`config.mk`:
```
export PLATFORM = sky130hd
export DESIGN_NAME = beam_scan_ctrl
export DESIGN_NICKNAME = d
export VERILOG_FILES = /design/src/rtl/beam_scan_ctrl.sv
export SDC_FILE = /design/constraint.sdc
export NUM_CORES = 2
export LEC_CHECK = 0
export CORE_MARGIN = 5
export CORE_UTILIZATION = 60
export CTS_BUF_LIST = sky130_fd_sc_hd__clkbuf_16
export CTS_CLUSTER_SIZE = 16
export DETAILED_ROUTE_END_ITERATION = 8
export PLACE_DENSITY = 0.82
export SLEW_MARGIN = 20
export SYNTH_ARGS = -nofsm -noshare
export SYNTH_HDL_FRONTEND = slang
export SYNTH_SLANG_ARGS = --single-unit
export TNS_END_PERCENT = 10
```
`constraint.sdc`:
```
create_clock -name clk -period 18.2 [get_ports clk]
set_input_delay 1.82 -clock clk [delete_from_list [all_inputs] [get_ports clk]]
set_output_delay 1.82 -clock clk [all_outputs]
set_load 0.05 [all_outputs]
```
`src/rtl/beam_scan_ctrl.sv`:
```
`default_nettype none
// ============================================================================
//  Module      : beam_scan_ctrl
//  Description : Steering-scan controller on the consuming end of a delay
//                bank. It steps delay_select through every direction, sums the
//                8 delayed PCM channels into one beam, and accumulates the beam
//                energy for each direction. At the end of the scan it reports
//                the direction with the highest energy. The summed beam is also
//                streamed out in every state for downstream audio use.
//  Optional    : `BEAM_SCAN_LOCK_EN -- when defined, delay_select is loaded
//                with best_dir on leaving DONE and held through IDLE.
//                When undefined, delay_select returns to 0 in IDLE.
//  Ports       : clk, rst (async, active-low)
//                start           - one-cycle scan request, accepted in IDLE
//                sample_valid    - one strobe per PCM sample period
//                delayed_pcm_bus - 8 x signed 19-bit, channel i at [19i+18:19i]
//                delay_select    - steering index to the delay bank
//                beam_out        - signed 22-bit channel sum
//                beam_valid      - beam_out updated this cycle
//                busy / done     - scan in progress / one-cycle completion
//                best_dir        - winning direction
//                best_energy     - energy of best_dir
//  Revision    : 1.0 - initial release
// ============================================================================
module beam_scan_ctrl #(
    parameter int NUM_DIRS = 4,
    parameter int SETTLE   = 32,
    parameter int DWELL    = 256,
    parameter int ACC_W    = 48
) (
    input  logic             clk,
    input  logic             rst,
    input  logic             start,
    input  logic             sample_valid,
    input  logic [151:0]     delayed_pcm_bus,
    output logic [4:0]       delay_select,
    output logic [21:0]      beam_out,
    output logic             beam_valid,
    output logic             busy,
    output logic             done,
    output logic [4:0]       best_dir,
    output logic [ACC_W-1:0] best_energy
);

    localparam int c_sq_w     = 44;
    localparam int c_sum_w    = ((ACC_W > c_sq_w) ? ACC_W : c_sq_w) + 1;
    localparam int c_cnt_max  = (SETTLE > DWELL) ? SETTLE : DWELL;
    localparam int c_cnt_w    = $clog2(c_cnt_max + 1);

    localparam logic [c_cnt_w-1:0] c_settle_last = c_cnt_w'(SETTLE - 1);
    localparam logic [c_cnt_w-1:0] c_dwell_last  = c_cnt_w'(DWELL - 1);
    localparam logic [4:0]         c_last_dir    = 5'(NUM_DIRS - 1);
    localparam logic [c_sum_w-1:0] c_acc_max_ext =
        {{(c_sum_w - ACC_W){1'b0}}, {ACC_W{1'b1}}};

    typedef enum logic [2:0] {
        S_IDLE    = 3'd0,
        S_SETTLE  = 3'd1,
        S_DWELL   = 3'd2,
        S_COMPARE = 3'd3,
        S_DONE    = 3'd4
    } state_t;

    state_t               r_state;
    state_t               w_state_nx;
    logic [4:0]           r_dir;
    logic [c_cnt_w-1:0]   r_cnt;
    logic [ACC_W-1:0]     r_acc;

    logic                 w_scan_init;
    logic                 w_cnt_inc;
    logic                 w_cnt_clr;
    logic                 w_acc_clr;
    logic                 w_acc_add;
    logic                 w_cmp;
    logic                 w_next_dir;
    logic                 w_leave_done;

    logic [21:0]          w_sum;
    logic [c_sq_w-1:0]    w_beam_ext;
    logic [c_sq_w-1:0]    w_sq;
    logic [c_sum_w-1:0]   w_acc_sum;
    logic [ACC_W-1:0]     w_acc_next;

    // ------------------------------------------------------------------
    // Beam path: 8 x 19-bit signed sum fits in 22 bits, so no overflow.
    // ------------------------------------------------------------------
    always_comb begin
        w_sum = '0;
        for (int i = 0; i < 8; i++) begin
            w_sum = w_sum + {{3{delayed_pcm_bus[19*i+18]}}, delayed_pcm_bus[19*i +: 19]};
        end
    end

    always_ff @(posedge clk or negedge rst) begin
        if (!rst) begin
            beam_out   <= '0;
            beam_valid <= 1'b0;
        end else begin
            beam_valid <= sample_valid;
            if (sample_valid) begin
                beam_out <= w_sum;
            end
        end
    end

    // ------------------------------------------------------------------
    // Energy: square of the registered beam. Sign-extending to 44 bits and
    // multiplying modulo 2^44 gives the exact square because |beam|^2 <= 2^42.
    // The sum is formed one bit wider than either operand so saturation can
    // be detected without wrap for any ACC_W.
    // ------------------------------------------------------------------
    assign w_beam_ext = {{22{beam_out[21]}}, beam_out};
    assign w_sq       = w_beam_ext * w_beam_ext;
    assign w_acc_sum  = {{(c_sum_w - ACC_W){1'b0}}, r_acc}
                      + {{(c_sum_w - c_sq_w){1'b0}}, w_sq};
    assign w_acc_next = (w_acc_sum > c_acc_max_ext) ? {ACC_W{1'b1}}
                                                    : w_acc_sum[ACC_W-1:0];

    // ------------------------------------------------------------------
    // FSM state register
    // ------------------------------------------------------------------
    always_ff @(posedge clk or negedge rst) begin
        if (!rst) begin
            r_state <= S_IDLE;
        end else begin
            r_state <= w_state_nx;
        end
    end

    // ------------------------------------------------------------------
    // FSM next-state and control strobes
    // ------------------------------------------------------------------
    always_comb begin
        w_state_nx   = r_state;
        busy         = (r_state != S_IDLE);
        done         = 1'b0;
        w_scan_init  = 1'b0;
        w_cnt_inc    = 1'b0;
        w_cnt_clr    = 1'b0;
        w_acc_clr    = 1'b0;
        w_acc_add    = 1'b0;
        w_cmp        = 1'b0;
        w_next_dir   = 1'b0;
        w_leave_done = 1'b0;
        case (r_state)
            S_IDLE: begin
                if (start) begin
                    w_scan_init = 1'b1;
                    w_state_nx  = S_SETTLE;
                end
            end
            S_SETTLE: begin
                if (beam_valid) begin
                    if (r_cnt == c_settle_last) begin
                        w_cnt_clr  = 1'b1;
                        w_acc_clr  = 1'b1;
                        w_state_nx = S_DWELL;
                    end else begin
                        w_cnt_inc = 1'b1;
                    end
                end
            end
            S_DWELL: begin
                if (beam_valid) begin
                    w_acc_add = 1'b1;
                    if (r_cnt == c_dwell_last) begin
                        w_cnt_clr  = 1'b1;
                        w_state_nx = S_COMPARE;
                    end else begin
                        w_cnt_inc = 1'b1;
                    end
                end
            end
            S_COMPARE: begin
                w_cmp = 1'b1;
                if (r_dir == c_last_dir) begin
                    w_state_nx = S_DONE;
                end else begin
                    w_next_dir = 1'b1;
                    w_state_nx = S_SETTLE;
                end
            end
            S_DONE: begin
                done         = 1'b1;
                w_leave_done = 1'b1;
                w_state_nx   = S_IDLE;
            end
            default: begin
                w_state_nx = S_IDLE;
            end
        endcase
    end

    // ------------------------------------------------------------------
    // Scan datapath: direction, counters, accumulator, best result
    // ------------------------------------------------------------------
    always_ff @(posedge clk or negedge rst) begin
        if (!rst) begin
            r_dir        <= '0;
            r_cnt        <= '0;
            r_acc        <= '0;
            delay_select <= '0;
            best_dir     <= '0;
            best_energy  <= '0;
        end else begin
            if (w_scan_init) begin
                r_dir        <= '0;
                delay_select <= '0;
                r_cnt        <= '0;
                r_acc        <= '0;
            end

            if (w_cnt_clr) begin
                r_cnt <= '0;
            end else if (w_cnt_inc) begin
                r_cnt <= r_cnt + 1'b1;
            end

            if (w_acc_clr) begin
                r_acc <= '0;
            end else if (w_acc_add) begin
                r_acc <= w_acc_next;
            end

            // Strict compare: ties keep the earlier direction. Direction 0
            // always overwrites so stale results from a prior scan vanish.
            if (w_cmp && ((r_dir == 5'd0) || (r_acc > best_energy))) begin
                best_energy <= r_acc;
                best_dir    <= r_dir;
            end

            if (w_next_dir) begin
                r_dir        <= r_dir + 5'd1;
                delay_select <= r_dir + 5'd1;
            end

            if (w_leave_done) begin
`ifdef BEAM_SCAN_LOCK_EN
                // Park the delay bank on the winning direction.
                delay_select <= best_dir;
`else
                delay_select <= '0;
`endif
            end
        end
    end

endmodule
`default_nettype wire

```
### Word-level counts from Yosys, hierarchy flattened

Cells that the tools add are included.

* flip-flop bits (word level): 146
* word-level logic and storage cells: 80
* input port bits: 156
* output and inout bits: 83

* reduce and logical (&&, ||, !) cells: 10
* multiplexer cells: 36
* eq/ne operators: 12
* multiply operators: 1
* order comparisons: 2
* add/sub/neg operators: 10

Operators by type and width (number)
* 48-bit two-way mux: 4
* 22-bit adder: 4
* 48-bit by 44-bit adder with 49-bit output: 1
* 49-bit by 48-bit > comparator with 1-bit output (second input constant): 1
* 48-bit > comparator: 1
* 22-bit by 22-bit multiplier with 44-bit output: 1
* 9-bit two-way mux: 3
* 21-bit by 19-bit adder with 22-bit output: 1
* 20-bit by 19-bit adder with 21-bit output: 1
* 19-bit by 19-bit adder with 20-bit output: 1
* 3-bit two-way mux: 6
* 1-bit two-way mux: 17
* 5-bit two-way mux: 3
* 3-bit one-hot mux with 4 select lines: 1
* 3-bit nonzero test: 4
* 2-bit inequality test (second input constant): 5
* 9-bit by 1-bit adder with 9-bit output (second input constant): 1
* 9-bit by 5-bit equality test with 1-bit output (second input constant): 1
* 9-bit by 8-bit equality test with 1-bit output (second input constant): 1
* 3-bit by 2-bit equality test with 1-bit output (second input constant): 2
* 5-bit by 1-bit adder with 5-bit output (second input constant): 1
* 5-bit by 2-bit equality test with 1-bit output (second input constant): 1
* 5-bit logical NOT: 1
* 5-bit AND reduction: 1
* other kinds (7): 8

### Logic depth before layout (Yosys ltp)

* depth after elaboration: 7
* depth in mapped cells: 41

### Worst setup path after synthesis

OpenSTA, ideal clock, no wires.

* kind: reg2reg
* start: register beam_out[12]
* end: register r_acc[42]
* period minus slack after synthesis: 9.603 ns
* stages on the path, launching flop included: 38
* slack: 8.597 ns
* path buffers: 3
* arrival: 9.477 ns
* cell sequence: dfrtp_1 > clkbuf_1 > clkbuf_1 > nand2_1 > fa_1 > inv_1 > fa_1 > fa_1 > inv_1 > fa_1 > inv_1 > fa_1 > fa_1 > inv_1 > fa_1 > inv_1 > ha_1 > a211oi_2 > [2 not listed] > o21ai_2 > a31o_4 > a31o_1 > or4_4 > a311oi_4 > o21ai_2 > xnor2_1 > ha_1 > a21oi_1 > o21ai_0 > or2_2 > nor3_1 > o211ai_1 > and3_4 > buf_6 > o21ai_2 > a31oi_1 > a221o_1

* word-level cells in the longest chain between the ends: 6

Ends and longest elaborated chain
* start, declared: RTL line 37 `output logic [21:0] beam_out,`
* start signal, assigned: RTL line 102 `beam_out <= w_sum;`
* 22-bit by 22-bit multiplier with 44-bit output *: RTL line 114 `assign w_sq = w_beam_ext * w_beam_ext;`
* 48-bit by 44-bit adder with 49-bit output *: RTL line 116 `+ {{(c_sum_w - c_sq_w){1'b0}}, w_sq};`
* 49-bit by 48-bit > comparator with 1-bit output: RTL line 117 `assign w_acc_next = (w_acc_sum > c_acc_max_ext) ? {ACC_W{1'b1}}`
* 48-bit two-way mux *: RTL line 117
* 48-bit two-way mux *: RTL line 222 `end else if (w_acc_add) begin`
* 48-bit two-way mux *: RTL line 220 `if (w_acc_clr) begin`
* end signal, assigned: RTL line 223 `r_acc <= w_acc_next;`
* end, declared: RTL line 68 `logic [ACC_W-1:0] r_acc;`

Every way passes the cells marked *; elsewhere a longest branch is shown, timed or not.
A chain may end at the register's enable or synchronous reset.

### Worst setup path in the final report

* start: register beam_out[6]
* end: register r_acc[29]

The elaborated chain is that of the path after synthesis.

==> metrics.yaml <==
drcViolationCount: 0
synth_async_sr_flop_share: 1.00
postSynthAreaPerCell_um2: 9.33
dr.pass1.iters: 5
routedWlPerCell_um: 16.9
fin_nets: 4351
cts_buffer_depth: 2
grt_use_met1: 0.335
drt_wl_total_um: 68400
syn_area_mm2: 0.0296
root_buffer: "clkbuf_16"
die-area_mm2: 0.0538
htreeDepth: 4
grt_pass1_wl_um: 115000
fin_crit_sh: 0.605
cts_tree: "done"
clock-sinks: 146
vias: 22000
path_max_fanout: 40
cts_hold_buf: 0
synth_fp_nets: 4165
antenna_found_initial: 3
ctsResizeCount: 0
period_needed_ps: 11010
cp.arrival_ps: 11330
crit_top_cell: "fa_1"
path_clk_slew_ps: 60
maxCapViolations: 0
worst_slack_ps: 7190
slew_headroom: 0.239
cp_slowest_cell: "dfrtp_1"
grt.met2_usage: 0.464
syn2layout_area_growth_pct: 12.0
fmax_ghz: 0.0908
slew_violations: 0
first_iter_violations: 1317
place_area_mm2: 0.0326
drive_above_1_share: 0.0285
whs_ps: 503
hp-class: "register to register"
cts_setup_buffers: 0
via_per_inst: 5.44
rows: 81
synth-seq-cells: 146
first_global_vias: 23700
cp-end-kind: "register"
yosysWarningCount: 0
reg2reg_from: "beam_out[6]"
overflow: 0
clock_latency_ps: 450
worst_setup_path_start_kind: "register"
startpoint: "beam_out[6]"
critPathMaxStageDelay_ps: 970
port_buffers: 238
pre_cts_slack_ps: 7440
required_ps: 18520
die_y_um: 232
hold_viol_final: 0
final_cell_area_mm2: 0.0331
rsz0062_at_grt: "no"
hp-start: "best_dir[0]"
synthCells: 3168
grt_max_degree: 77
ioPinCount: 239
tns_ps: 0
numCtsBuffers: 17
coreArea_mm2: 0.0488
synth_edf_count: 0
ys_seq_area_frac: 0.124
place_congestion: 0.923
clock_skew_ps: 11.5
setup_viol: 0
die_x_um: 232
busiest_layer: "met2"
use_met3: 0.0419
ant_nets: 0
hpwl_um: 56700
grt_use_total: 0.262
synthDistinctLibCells: 79
status: "complete, no violations"
start_util: 0.605
synth-main-ff-cell: "dfrtp_1"
worst_pin_slew_ps: 1140
worstSetupPathType: "register to register"
## synthesized netlist by cell type (all sizes together) (21+ instances only)
master / count / share of area
a21o: 64 / 0.016
a21oi: 117 / 0.020
and2: 73 / 0.015
clkbuf: 78 / 0.0099
dfrtp: 146 / 0.12
fa: 575 / 0.39
ha: 266 / 0.11
inv: 813 / 0.10
mux2: 59 / 0.022
nand2: 308 / 0.039
nand2b: 27 / 0.0057
nand3: 25 / 0.0042
nand4: 23 / 0.0049
nor2: 110 / 0.014
nor2b: 21 / 0.0044
nor3: 25 / 0.0044
o21ai: 118 / 0.020
xnor2: 78 / 0.023
xor2: 39 / 0.012
## area by class of cell
class / instances / area (µm²)
Clock buffer: 17 / 425
Inverter: 815 / 3060
Antenna cell: 3 / 7.51
Fill cell: 3690 / 15700
Tap cell: 664 / 831
Multi-Input combinational cell: 2116 / 22500
Clock inverter: 15 / 110
Sequential cell: 146 / 3650
Timing Repair Buffer: 258 / 2530
## final timing paths
check,end,slack [ps],cells after the start
max,r_acc[29],7190,34
min,best_dir[0],500,1
max reg2reg,r_acc[29],7190,34
min reg2reg,best_dir[0],500,1
max in group asynchronous,beam_out[1],15330,2
min in group asynchronous,best_energy[37],1360,1
## layer usage
metal	share of wire	vias up
li1	-	10100
met1	0.39	11000
met2	0.52	739
met3	0.061	167
met4	0.031	0
met5	0	-
## cell usage in the layout (no fill, tap or decap), types with 27 or more instances in the layout
cell type	n
nor2_1	109
inv_1	813
ha_1	266
mux2_1	48
nand2_1	307
fa_1	575
a21oi_1	117
and2_1	73
dfrtp_1	145
o21ai_0	92
clkdlybuf4s50_1	237
xnor2_1	78
nand2b_1	27
xor2_1	39
a21o_1	64
## critical path: cells and delay by family, from the launching register on
family                     cells  cell delay (ps)
buffers and inverters          5              890
AOI/OAI and AO/OA             10             2120
DFF                            1              970
adders and majority gates      9             4320
and+or+nand+nor               10             2590
## stage by stage
stage                util  instances
floorplan               -       3168
global placement    0.667       3999
detailed placement  0.667       3999
CTS                 0.678       4031
global route        0.678       4034
finish              0.678       4034
## sequential cells by signal (all words and copies together) (netlist names)
name,flops
beam_out,22
beam_valid,1
best_dir,5
best_energy,48
delay_select,5
r_acc,48
r_cnt,9
r_dir,5
r_state,3
## cell families after synthesis
group | Yosys count | share of synthesized area
multiplexers | 66 | 0.0248
AND/OR/NAND/NOR | 666 | 0.106
XOR/XNOR | 117 | 0.0347
adder cells (fa/ha/maj) | 841 | 0.502
AO/OA/AOI/OAI | 426 | 0.0931
buffers and inverters | 906 | 0.116
flip-flops | 146 | 0.124
Power is left out: the tool's default activity adds up to more than one toggle a clock period on the data nets, which glitch-free logic cannot reach.
